## config.mk

```make
export PLATFORM = sky130hd
export DESIGN_NAME = config_loader_flat
export DESIGN_NICKNAME = d
export VERILOG_FILES = /design/src/rtl/config_loader_pkg.sv /design/src/rtl/config_loader_if.sv /design/src/rtl/config_loader_shift_tick.sv /design/src/rtl/config_loader.sv /design/src/flat_wrapper.sv
export SDC_FILE = /design/constraint.sdc
export NUM_CORES = 1
export LEC_CHECK = 0
export BUFFER_PORTS_ARGS = -buffer_cell sky130_fd_sc_hd__buf_2
export CAP_MARGIN = 10
export CORE_MARGIN = 5
export CORE_UTILIZATION = 30
export CTS_CLUSTER_DIAMETER = 200
export CTS_CLUSTER_SIZE = 30
export DETAILED_ROUTE_END_ITERATION = 7
export PLACE_DENSITY_LB_ADDON = 0.25
export SYNTH_ARGS = -nofsm -noshare
export SYNTH_HDL_FRONTEND = slang
export SYNTH_SLANG_ARGS = --single-unit
export TNS_END_PERCENT = 1
```

## constraint.sdc

```tcl
create_clock -name clk -period 2.4 [get_ports clk]
set_input_delay 0.36 -clock clk [delete_from_list [all_inputs] [get_ports clk]]
set_output_delay 0.36 -clock clk [all_outputs]
set_load 0.05 [all_outputs]
```

## src/rtl/config_loader_pkg.sv

```systemverilog
// Shared constants and types for the config loader slice.
//   ClockConfigWidth / ScaleWidth : default field widths of the config word
//   ShiftRegSize                  : total config word length
//   state_t                       : loader FSM states
//   Default*                      : reset contents of the config shift-register store
package config_pkg;

    localparam int unsigned ClockConfigWidth = 4;
    localparam int unsigned ScaleWidth       = 6;
    localparam int unsigned ShiftRegSize     = 2 * ScaleWidth + ClockConfigWidth;

    typedef enum logic [1:0] {
        IDLE  = 2'd0,
        SHIFT = 2'd1,
        DONE  = 2'd2
    } state_t;

    localparam logic [ClockConfigWidth-1:0] DefaultClockConfig = 4'hF;
    localparam logic [ScaleWidth-1:0]       DefaultAdcScale    = 6'd24;
    localparam logic [ScaleWidth-1:0]       DefaultDacScale    = 6'd12;

    // Packed {dac, adc, clockConfig}, i.e. 16'h318F.
    localparam logic [ShiftRegSize-1:0] DefaultWord =
        {DefaultDacScale, DefaultAdcScale, DefaultClockConfig};

endpackage

```

## src/rtl/config_loader_if.sv

```systemverilog
// Command / response bus of the config loader.
//   master : issues cmdValid + cmdWrite + new config word, sees cmdReady,
//            rspValid, the previous config word and busy
//   slave  : the loader side
interface config_loader_if #(
    parameter int unsigned ClockConfigWidth = config_pkg::ClockConfigWidth,
    parameter int unsigned ScaleWidth       = config_pkg::ScaleWidth
);

    logic                        cmdValid;
    logic                        cmdReady;
    logic                        cmdWrite;
    logic [ClockConfigWidth-1:0] cmdClockConfig;
    logic [ScaleWidth-1:0]       cmdAdcScale;
    logic [ScaleWidth-1:0]       cmdDacScale;

    logic                        rspValid;
    logic [ClockConfigWidth-1:0] rspClockConfig;
    logic [ScaleWidth-1:0]       rspAdcScale;
    logic [ScaleWidth-1:0]       rspDacScale;

    logic                        busy;

    modport master (
        output cmdValid, cmdWrite, cmdClockConfig, cmdAdcScale, cmdDacScale,
        input  cmdReady, rspValid, rspClockConfig, rspAdcScale, rspDacScale, busy
    );

    modport slave (
        input  cmdValid, cmdWrite, cmdClockConfig, cmdAdcScale, cmdDacScale,
        output cmdReady, rspValid, rspClockConfig, rspAdcScale, rspDacScale, busy
    );

endinterface

```

## src/rtl/config_loader_shift_tick.sv

```systemverilog
// Serial shift strobe generator: counts 0..ShiftDivide-1 while enabled and
// pulses tick_o on the last count.
//   clk, reset : clock, synchronous active-high reset
//   enable_i   : count while high
//   clear_i    : force the count back to 0 (has priority over enable_i)
//   tick_o     : one-cycle strobe when enabled and the count is ShiftDivide-1
module shift_tick #(
    parameter int unsigned ShiftDivide = 1
) (
    input  logic clk,
    input  logic reset,
    input  logic enable_i,
    input  logic clear_i,
    output logic tick_o
);

    if (ShiftDivide < 1 || ShiftDivide > 16) begin : g_bad_divide
        $error("shift_tick: ShiftDivide must be in 1..16");
    end

    localparam int unsigned   CntW = (ShiftDivide > 1) ? $clog2(ShiftDivide) : 1;
    localparam logic [CntW-1:0] LastCount = CntW'(ShiftDivide - 1);

    logic [CntW-1:0] cnt_q, cnt_d;

    assign tick_o = enable_i && (cnt_q == LastCount);

    always_comb begin
        cnt_d = cnt_q;
        if (clear_i) begin
            cnt_d = '0;
        end else if (enable_i) begin
            cnt_d = (cnt_q == LastCount) ? '0 : cnt_q + CntW'(1);
        end
    end

    always_ff @(posedge clk) begin
        if (reset) begin
            cnt_q <= '0;
        end else begin
            cnt_q <= cnt_d;
        end
    end

endmodule

```

## src/rtl/config_loader.sv

```systemverilog
// Config loader: serially writes or reads (by recirculation) the config
// shift-register store, MSB first, returning the word that was in the store
// before the operation.
//   clk, reset   : clock, synchronous active-high reset
//   bus          : command/response interface (slave side)
//   cfgSerialEn  : store shift enable
//   cfgSerialIn  : store serial data in
//   cfgSerialOut : store MSB tap
module config_loader #(
    parameter int unsigned ClockConfigWidth = config_pkg::ClockConfigWidth,
    parameter int unsigned ScaleWidth       = config_pkg::ScaleWidth,
    parameter int unsigned ShiftDivide      = 1
) (
    input  logic             clk,
    input  logic             reset,
    config_loader_if.slave   bus,
    output logic             cfgSerialEn,
    output logic             cfgSerialIn,
    input  logic             cfgSerialOut
);

    import config_pkg::*;

    localparam int unsigned      N       = 2 * ScaleWidth + ClockConfigWidth;
    localparam int unsigned      BitW    = (N > 1) ? $clog2(N) : 1;
    localparam logic [BitW-1:0]  LastBit = BitW'(N - 1);

    state_t          state_q, state_d;
    logic            write_q, write_d;
    logic [N-1:0]    tx_q, tx_d;
    logic [N-1:0]    rx_q, rx_d;
    logic [N-1:0]    rsp_q, rsp_d;
    logic [BitW-1:0] bit_q, bit_d;
    logic            tick;
    logic            in_shift;

    assign in_shift = (state_q == SHIFT);

    shift_tick #(
        .ShiftDivide(ShiftDivide)
    ) u_shift_tick (
        .clk      (clk),
        .reset    (reset),
        .enable_i (in_shift),
        .clear_i  (!in_shift),
        .tick_o   (tick)
    );

    assign cfgSerialEn = tick;
    // Read recirculates the store's own MSB, so the store ends unchanged.
    assign cfgSerialIn = in_shift ? (write_q ? tx_q[N-1] : cfgSerialOut) : 1'b0;

    assign bus.cmdReady       = (state_q == IDLE);
    assign bus.busy           = (state_q != IDLE);
    assign bus.rspValid       = (state_q == DONE);
    assign bus.rspDacScale    = rsp_q[N-1 -: ScaleWidth];
    assign bus.rspAdcScale    = rsp_q[ClockConfigWidth +: ScaleWidth];
    assign bus.rspClockConfig = rsp_q[ClockConfigWidth-1:0];

    always_comb begin
        state_d = state_q;
        write_d = write_q;
        tx_d    = tx_q;
        rx_d    = rx_q;
        rsp_d   = rsp_q;
        bit_d   = bit_q;
        case (state_q)
            IDLE: begin
                if (bus.cmdValid) begin
                    state_d = SHIFT;
                    write_d = bus.cmdWrite;
                    tx_d    = {bus.cmdDacScale, bus.cmdAdcScale, bus.cmdClockConfig};
                    rx_d    = '0;
                    bit_d   = LastBit;
                end
            end
            SHIFT: begin
                if (tick) begin
                    rx_d = {rx_q[N-2:0], cfgSerialOut};
                    tx_d = {tx_q[N-2:0], 1'b0};
                    if (bit_q == '0) begin
                        // Response register is loaded on the DONE entry edge so
                        // the fields are already valid alongside rspValid.
                        state_d = DONE;
                        rsp_d   = {rx_q[N-2:0], cfgSerialOut};
                    end else begin
                        bit_d = bit_q - BitW'(1);
                    end
                end
            end
            DONE: begin
                state_d = IDLE;
            end
            default: begin
                state_d = IDLE;
            end
        endcase
    end

    always_ff @(posedge clk) begin
        if (reset) begin
            state_q <= IDLE;
            write_q <= 1'b0;
            tx_q    <= '0;
            rx_q    <= '0;
            rsp_q   <= '0;
            bit_q   <= '0;
        end else begin
            state_q <= state_d;
            write_q <= write_d;
            tx_q    <= tx_d;
            rx_q    <= rx_d;
            rsp_q   <= rsp_d;
            bit_q   <= bit_d;
        end
    end

endmodule

```

## src/flat_wrapper.sv

```systemverilog
// flat-port wrapper written by rule: the top's interface ports become plain ports
module config_loader_flat import config_pkg::*;
#(
    parameter int unsigned ClockConfigWidth = config_pkg::ClockConfigWidth,
    parameter int unsigned ScaleWidth       = config_pkg::ScaleWidth,
    parameter int unsigned ShiftDivide      = 1
)
  (clk, reset, cfgSerialEn, cfgSerialIn, cfgSerialOut, bus_cmdValid, bus_cmdWrite, bus_cmdClockConfig, bus_cmdAdcScale, bus_cmdDacScale, bus_cmdReady, bus_rspValid, bus_rspClockConfig, bus_rspAdcScale, bus_rspDacScale, bus_busy);
  config_loader_if #(.ClockConfigWidth(ClockConfigWidth), .ScaleWidth(ScaleWidth)) bus_i ();
  input  logic clk;
  input  logic reset;
  output logic cfgSerialEn;
  output logic cfgSerialIn;
  input  logic cfgSerialOut;
  input wire logic [$bits(bus_i.cmdValid)-1:0] bus_cmdValid;
  input wire logic [$bits(bus_i.cmdWrite)-1:0] bus_cmdWrite;
  input wire logic [$bits(bus_i.cmdClockConfig)-1:0] bus_cmdClockConfig;
  input wire logic [$bits(bus_i.cmdAdcScale)-1:0] bus_cmdAdcScale;
  input wire logic [$bits(bus_i.cmdDacScale)-1:0] bus_cmdDacScale;
  output wire logic [$bits(bus_i.cmdReady)-1:0] bus_cmdReady;
  output wire logic [$bits(bus_i.rspValid)-1:0] bus_rspValid;
  output wire logic [$bits(bus_i.rspClockConfig)-1:0] bus_rspClockConfig;
  output wire logic [$bits(bus_i.rspAdcScale)-1:0] bus_rspAdcScale;
  output wire logic [$bits(bus_i.rspDacScale)-1:0] bus_rspDacScale;
  output wire logic [$bits(bus_i.busy)-1:0] bus_busy;
  assign bus_i.cmdValid = bus_cmdValid;
  assign bus_i.cmdWrite = bus_cmdWrite;
  assign bus_i.cmdClockConfig = bus_cmdClockConfig;
  assign bus_i.cmdAdcScale = bus_cmdAdcScale;
  assign bus_i.cmdDacScale = bus_cmdDacScale;
  assign bus_cmdReady = bus_i.cmdReady;
  assign bus_rspValid = bus_i.rspValid;
  assign bus_rspClockConfig = bus_i.rspClockConfig;
  assign bus_rspAdcScale = bus_i.rspAdcScale;
  assign bus_rspDacScale = bus_i.rspDacScale;
  assign bus_busy = bus_i.busy;
  config_loader #(.ClockConfigWidth(ClockConfigWidth), .ScaleWidth(ScaleWidth), .ShiftDivide(ShiftDivide)) u_core (.clk(clk), .reset(reset), .bus(bus_i), .cfgSerialEn(cfgSerialEn), .cfgSerialIn(cfgSerialIn), .cfgSerialOut(cfgSerialOut));
endmodule
```

==> results of run 1 <==
-- flip-flops by register name, summed over array words and instances (netlist names) --
| register | count |
|---|---|
| u_core.bit_q | 4 |
| u_core.write_q | 1 |
| u_core.rsp_q | 16 |
| u_core.tx_q | 16 |
| u_core.rx_q | 15 |
| u_core.state_q | 2 |
| u_core.u_shift_tick.cnt_q | 1 |
-- worst max-delay path: stages (launching register included) --
cell and delay, ns:
sky130_fd_sc_hd__dfxtp_1 0.51, sky130_fd_sc_hd__nor3b_2 0.40, sky130_fd_sc_hd__buf_2 0.34
-- metal layers --
metal,up-vias,part of all wire
met5,-,0
met4,0,0.012
met1,845,0.51
met2,28,0.46
li1,958,-
met3,5,0.026
-- cell usage after synthesis, types with 2 or more instances --
master	n
sky130_fd_sc_hd__nand2_1	34
sky130_fd_sc_hd__a211oi_1	5
sky130_fd_sc_hd__nor2b_1	3
sky130_fd_sc_hd__nand2b_4	2
sky130_fd_sc_hd__ha_1	2
sky130_fd_sc_hd__a21oi_1	34
sky130_fd_sc_hd__mux2i_1	16
sky130_fd_sc_hd__a311oi_1	4
sky130_fd_sc_hd__buf_2	10
sky130_fd_sc_hd__dfxtp_1	55
sky130_fd_sc_hd__nor3b_2	2
sky130_fd_sc_hd__nand3_1	32
sky130_fd_sc_hd__nor3_1	2
sky130_fd_sc_hd__a211oi_2	10
sky130_fd_sc_hd__nand2b_1	2
sky130_fd_sc_hd__clkbuf_1	7
sky130_fd_sc_hd__nor2_1	21
sky130_fd_sc_hd__inv_1	3
-- kinds of logic (layout without fill, tap and decap cells) --
| group | Yosys count | in the layout | share of synthesized area |
|---|---|---|---|
| AOI/OAI and AO/OA | 58 | 58 | 0.1830 |
| adders and majority gates | 2 | 2 | 0.01086 |
| buffers and inverters | 23 | 60 | 0.05484 |
| DFF | 55 | 55 | 0.4777 |
| muxes | 16 | 16 | 0.06949 |
| other | 1 | 1 | 0.001627 |
| and+or+nand+nor | 99 | 99 | 0.2025 |
-- cell type report --
class | instances | area [um^2]
multi-input combinational | 176 | 1080
clock buffer | 6 | 72.57
timing repair buffer | 49 | 277.8
fill | 795 | 4925
clock inverter | 2 | 12.51
sequential | 55 | 1101
inverter | 3 | 11.26
tap | 102 | 127.6
-- placed cells by master (no fill, tap or decap), drive strengths merged --
| master | count |
|---|---|
| a311oi | 4 |
| clkinv | 1 |
| nand2 | 35 |
| buf | 49 |
| a21o | 1 |
| nand3 | 32 |
| nor2 | 21 |
| clkbuf | 6 |
| a21oi | 35 |
| o22ai | 1 |
| a211oi | 15 |
| nor3b | 2 |
| clkinvlp | 1 |
| conb | 1 |
| a32oi | 1 |
| nor3 | 2 |
| nand2b | 4 |
| dfxtp | 55 |
| mux2i | 16 |
| a221oi | 1 |
| nor2b | 3 |
| inv | 3 |
| ha | 2 |
-- power breakdown --
group          switching (mW)  internal [mW]
sequential             0.0350          0.959
combinational           0.215          0.127
clock                   0.293          0.205
-- worst paths after layout --
path              slack [ns]              end              start  cells after the start
hold reg to reg         0.46  u_core.rsp_q[4]    u_core.rsp_q[4]                      2
setup / recovery        0.49      cfgSerialEn  u_core.state_q[0]                      2
hold / removal          0.31   u_core.write_q       bus_cmdWrite                      3
setup reg to reg        0.64  u_core.bit_q[3]    u_core.bit_q[0]                      6
==> tab_implementation.tex, run 1 <==
\begin{tabular}{lr}
\hline
Metric & Value \\
\hline
\multicolumn{2}{l}{\textbf{Status}} \\
Run status & complete, no violations \\
\multicolumn{2}{l}{\textbf{Synth}} \\
Post-synth top area share & 0.4777 \\
Net count after synthesis & 277 \\
Yosys warnings & 0 \\
Post-synthesis average cell area & 9.074 um\^{}2 \\
Number of synthesized register bits & 55 \\
Number of distinct library cell variants in the gate-level netlist after synthesis & 28 \\
FFs w/ async S/R, synth & 0 \\
EDFF count, synth & 0 \\
Post-synthesis instance area & $\sim$2300 um\^{}2 \\
Sequential-to-total area share from yosys stat & 0.4777 \\
Leading area contributor after synthesis & sky130\_fd\_sc\_hd\_\_dfxtp\_1 \\
Synthesized instance count & around 250 \\
Largest cells by area after synthesis & sky130\_fd\_sc\_hd\_\_dfxtp\_1 48\%, sky130\_fd\_sc\_hd\_\_a21oi\_1 7.4\%, sky130\_fd\_sc\_hd\_\_mux2i\_1 6.9\% \\
Dominant register cell in the synthesized netlist & sky130\_fd\_sc\_hd\_\_dfxtp\_1 \\
\multicolumn{2}{l}{\textbf{Global route}} \\
Initial antenna violation count & 0 \\
Most used routing layer in global routing & met2 \\
Maximum number of pins on one net before global-route repair & 31 \\
Met2 Usage GRT & 0.1697 \\
Global-route track usage on met3 & 0.02369 \\
Total track usage & 0.1089 \\
Number of global-route vias before repair & between 1500 and 2000 \\
Gr ovfl total & 0 \\
Global-route wire length before repair & 8673 um \\
Met1 usage in global routing & 0.1481 \\
\multicolumn{2}{l}{\textbf{Placement}} \\
Placement-stage worst setup slack & between 0.6 and 0.7 ns \\
Number of cells in the design after placement & approximately 390 \\
Port Buffers & between 40 and 50 \\
Post-DP HPWL & about 3500 um \\
DP Area & between 2000 and 3000 um\^{}2 \\
Gpl congestion & between 0.7 and 0.8 \\
\multicolumn{2}{l}{\textbf{STA}} \\
Final min period & 1.908 ns \\
Setup WS post-layout & around 0.5 ns \\
Clock Skew & slightly above 0.006 ns \\
Unrepaired setup endpoints after global routing & false \\
Final TNS setup & 0 ns \\
Final-report hold violation count & 0 \\
Fin Hold WS & 0.3126 ns \\
Slew HR & 0.6144 \\
Share of the clock period used by the worst path & 0.7950 \\
Setup Viol. Count Final & 0 \\
Max Freq & between 0.5 and 0.6 GHz \\
Worst Tran Pin Value & a little under 0.6 ns \\
Number of slew-limit violations in the final report & 0 \\
\multicolumn{2}{l}{\textbf{Layout}} \\
Ant. Diodes & 0 \\
Area added between synthesis and finish & 16.40\% \\
Layout Utilization & 0.3526 \\
Fraction of layout instances using a drive strength above 1 & 0.2543 \\
Final standard cell count with taps included and fillers excluded & approximately 390 \\
Number of nets in the layout & 313 \\
Final instance area & roughly 2700 um\^{}2 \\
\multicolumn{2}{l}{\textbf{Critical path}} \\
Crit end category & output pin \\
Setup crit start kind & register \\
Critical path class & reg2out \\
Data arrival time of the critical path & approximately 1.6 ns \\
Req. time, crit path & roughly 2 ns \\
Worst-path maximum fanout & 8 \\
\multicolumn{2}{l}{\textbf{Pwr}} \\
Design Power & roughly 1.8 mW \\
Peak supply drop & roughly 0.24 mV \\
Leakage component of the power & $\sim$1 nW \\
PD cells & around 680 nW/um\^{}2 \\
\multicolumn{2}{l}{\textbf{Drt}} \\
DR DRC count & 0 \\
Antenna Nets Post-Route & 0 \\
Per-cell routed wire length & 13.19 um \\
Total wirelength of the detailed-routed design & approximately 5200 um \\
Via density per instance & around 4.7 \\
DRT Pass-1 Iters & 4 \\
DRC violation total after the first TritonRoute iteration & 82 \\
Vias & around 1800 \\
\multicolumn{2}{l}{\textbf{Floorplan}} \\
Placement Rows & 32 \\
Std-Cell Core Area & 7607 um\^{}2 \\
Height of the die & just under 100 um \\
Io pins & between 40 and 50 \\
Area enclosed by the die boundary & around 9500 um\^{}2 \\
Initial Utilization & 0.3030 \\
Die span in x & 97.65 um \\
\multicolumn{2}{l}{\textbf{Clock network}} \\
Number of setup buffers added after CTS & 0 \\
Sink Count & 55 \\
Number of buffers created by CTS & 5 \\
Cts hold-fix bufs & 0 \\
Worst-Skew Late Latency & roughly 0.30 ns \\
TritonCTS clock tree & done \\
Clk Tree Root Cell & sky130\_fd\_sc\_hd\_\_clkbuf\_8 \\
\# resized after CTS & 0 \\
Clock tree buffer depth & 2 \\
Clock transition at path regs & around 0.09 ns \\
Number of H-tree branching levels & 2 \\
\multicolumn{2}{l}{\textbf{Flow run}} \\
Maximum Capacitance Violations & 0 \\
\multicolumn{2}{l}{\textbf{Worst hold path}} \\
HP Class & in2reg \\
\hline
\end{tabular}
No activity file was read; power rests on OpenSTA's default activity.
==> run 2: changes to the inputs <==
==> constraint.sdc (replaced) <==
create_clock -name clk -period 1.6 [get_ports clk]
set_input_delay 0.24 -clock clk [delete_from_list [all_inputs] [get_ports clk]]
set_output_delay 0.24 -clock clk [all_outputs]
set_load 0.05 [all_outputs]
==> run 2 against run 1 <==
Non-clock buffer count increased by 8. Count of clock-buffer cells in the layout unchanged. Worst hold slack got worse by 0.12 ns. Highest routed layer unchanged.
==> tab_implementation.tex, run 2 (same netlist as run 1, synthesis figures left out) <==
\begin{tabular}{lr}
\hline
Metric & Value \\
\hline
\multicolumn{2}{l}{\textbf{Status}} \\
Run status & complete, no violations \\
\multicolumn{2}{l}{\textbf{STA}} \\
Setup WS post-layout & 0.07642 ns (-0.4156 ns) \\
Final min period & between 1.5 and 2 ns \\
Clock Skew & 0.01242 ns (+0.006362 ns) \\
Share of the clock period used by the worst path & 0.9522 \\
Max Freq & between 0.6 and 0.7 GHz \\
Setup Viol. Count Final & 0 (unchanged) \\
Final-report hold violation count & 0 (unchanged) \\
Unrepaired setup endpoints after global routing & true \\
Final TNS setup & 0 ns (unchanged) \\
Number of slew-limit violations in the final report & 0 (unchanged) \\
\multicolumn{2}{l}{\textbf{Drt}} \\
Via density per instance & 4.705 (+0.71\%) \\
DRT Pass-1 Iters & 4 (unchanged) \\
DR DRC count & 0 (unchanged) \\
Total wirelength of the detailed-routed design & 5284 um (+1.9\%) \\
Per-cell routed wire length & 13.21 um (+0.16\%) \\
Antenna Nets Post-Route & 0 (unchanged) \\
DRC violation total after the first TritonRoute iteration & 95 (+16\%) \\
Vias & 1882 (+2.5\%) \\
\multicolumn{2}{l}{\textbf{Floorplan}} \\
Height of the die & 97.65 um (unchanged) \\
Area enclosed by the die boundary & 9536 um\^{}2 (unchanged) \\
Placement Rows & 32 (unchanged) \\
Die span in x & 97.65 um (unchanged) \\
Io pins & 42 (unchanged) \\
Std-Cell Core Area & 7607 um\^{}2 (unchanged) \\
Initial Utilization & 0.3030 (unchanged) \\
\multicolumn{2}{l}{\textbf{Global route}} \\
Global-route wire length before repair & 9156 um (+5.6\%) \\
Gr ovfl total & 0 (unchanged) \\
Number of global-route vias before repair & 1918 (+5.9\%) \\
Maximum number of pins on one net before global-route repair & 34 (+9.7\%) \\
Initial antenna violation count & 0 (unchanged) \\
Total track usage & 0.1160 (+0.007126) \\
\multicolumn{2}{l}{\textbf{Clock network}} \\
Number of buffers created by CTS & 5 (unchanged) \\
Worst-Skew Late Latency & 0.31 ns (about the same) \\
Clk Tree Root Cell & sky130\_fd\_sc\_hd\_\_clkbuf\_8 \\
Clock tree buffer depth & 2 (unchanged) \\
Number of H-tree branching levels & 2 (unchanged) \\
Sink Count & 55 (unchanged) \\
Clock transition at path regs & 0.10 ns (about the same) \\
TritonCTS clock tree & done \\
\multicolumn{2}{l}{\textbf{Critical path}} \\
Data arrival time of the critical path & 1.28 ns (-0.27 ns) \\
Worst-path maximum fanout & 6 (-2) \\
Req. time, crit path & 1.36 ns (-0.68 ns) \\
Cells on worst reg2reg path & 7 (+1) \\
Origin of the critical flop-to-flop path & u\_core.bit\_q[1] \\
Critical path class & reg2out \\
Crit end category & output pin \\
Worst setup slack for register-to-register paths & 0.11 ns (-0.53 ns) \\
Critical R2R Capture & u\_core.bit\_q[3] \\
Setup crit start kind & register \\
\multicolumn{2}{l}{\textbf{Pwr}} \\
Design Power & 2.907 mW (+59\%) \\
Leakage component of the power & 1.086 nW (+7.2\%) \\
Peak supply drop & 0.4519 mV (+92\%) \\
PD cells & 1014 nW/um\^{}2 (+48\%) \\
\multicolumn{2}{l}{\textbf{Layout}} \\
Ant. Diodes & 0 (unchanged) \\
Most common cell after layout, fill and taps aside & sky130\_fd\_sc\_hd\_\_dfxtp\_1 \\
Fraction of layout instances using a drive strength above 1 & 0.3054 (+0.05107) \\
Area added between synthesis and finish & 24.43\% \\
FF/Latch Area & 1109 um\^{}2 (+0.68\%) \\
Fill count & 800 (+0.63\%) \\
Biggest registers after layout & u\_core.rsp\_q (16), u\_core.tx\_q (16), u\_core.rx\_q (15) \\
Number of nets in the layout & 321 (+2.6\%) \\
Leading cell types in the layout, fill and taps excluded & 51 x sky130\_fd\_sc\_hd\_\_dfxtp\_1, 37 x sky130\_fd\_sc\_hd\_\_buf\_2, 34 x sky130\_fd\_sc\_hd\_\_nand2\_1 \\
Layout Utilization & 0.3770 (+0.02434) \\
Combined area of the multi-input logic cells & 1111 um\^{}2 (+2.9\%) \\
\multicolumn{2}{l}{\textbf{Flow run}} \\
Maximum Capacitance Violations & 0 (unchanged) \\
\multicolumn{2}{l}{\textbf{Placement}} \\
Post-DP HPWL & 3557 um (+0.71\%) \\
Port Buffers & 41 (unchanged) \\
Placement-stage worst setup slack & 0.08142 ns (-0.5987 ns) \\
Gpl congestion & 0.7315 (+1.7\%) \\
\multicolumn{2}{l}{\textbf{Worst hold path}} \\
Endpoint, Worst Hold & u\_core.write\_q \\
Hold Path Cell Cnt & 3 (unchanged) \\
HP Class & in2reg \\
Startpoint of the most critical hold path & bus\_cmdWrite \\
\hline
\end{tabular}
## run 2: cell types whose count changed in the layout (fill, tap and decap cells not counted), moves of 2 or more
cell | before | now
sky130_fd_sc_hd__inv_2 | 0 | 2
sky130_fd_sc_hd__buf_12 | 1 | 6
sky130_fd_sc_hd__inv_1 | 3 | 1
sky130_fd_sc_hd__nor3b_4 | 0 | 2
sky130_fd_sc_hd__dfxtp_1 | 55 | 51
sky130_fd_sc_hd__dfxtp_2 | 0 | 3
sky130_fd_sc_hd__buf_4 | 7 | 11
sky130_fd_sc_hd__buf_6 | 0 | 2
sky130_fd_sc_hd__nor3b_2 | 2 | 0
sky130_fd_sc_hd__buf_2 | 41 | 37
## run 2: per-layer routing
layer | vias up | GRT usage | wire length (um)
li1 | 971 | - | -
met1 | 869 | 0.1536 | 2693
met2 | 38 | 0.1782 | 2296
met3 | 4 | 0.03230 | 215
met4 | 0 | 0.04579 | 78
met5 | - | 0 | 0
## run 2: worst max-delay path by stage
stage,startpoint,end,slack [ns],cells after the start
2_1_floorplan,u_core.state_q[1],bus_busy,-0.35,3
5_1_grt,u_core.state_q[1],bus_busy,-0.005,4
6_report,u_core.state_q[1],bus_busy,0.08,4
3_3_place_gp,u_core.bit_q[0],u_core.bit_q[3],0.11,7
3_5_place_dp,u_core.bit_q[1],u_core.bit_q[2],0.08,7
4_1_cts,u_core.state_q[0],cfgSerialEn,0.004,3
## run 2: per-stage QoR
step | hold slack, ns | cell area (um^2) | instances
5_1_grt | 0.2036 | 2868 | 400
3_5_place_dp | 0.4419 | 2720 | 393
6_report | 0.1974 | 2868 | 400
2_1_floorplan | 0.3875 | 2305 | 254
4_1_cts | 0.1908 | 2826 | 400
3_3_place_gp | 0.4379 | 2720 | 393
## run 2: timing repair
item / CTS / global route
hold buffers: 0 / 0
setup buffers: 0 / 0
endpoints found under the hold margin: 0 / 0
endpoints found under the setup margin: 3 / 18
gates resized for setup: 5 / 14
pin swaps: 0 / 5
## run 2: power by group
group	switching, mW	internal, mW
combinational	0.352	0.264
clock	0.450	0.350
sequential	0.0515	1.44
total	0.853	2.05
## run 2: cell type report
class,count,share of cell area
flip-flops and latches,55,0.3866
multi-input cells,176,0.3874
clock inverters,1,0.003054
well taps,102,0.04450
clock buffers,6,0.02880
inverters,3,0.003927
repair buffers,57,0.1457
## run 2: critical path, cell delays in order (launching register included)
cell                      delay [ns]
sky130_fd_sc_hd__dfxtp_2        0.36
sky130_fd_sc_hd__buf_4          0.16
sky130_fd_sc_hd__nor2_1         0.20
sky130_fd_sc_hd__inv_1          0.05
sky130_fd_sc_hd__buf_2          0.21
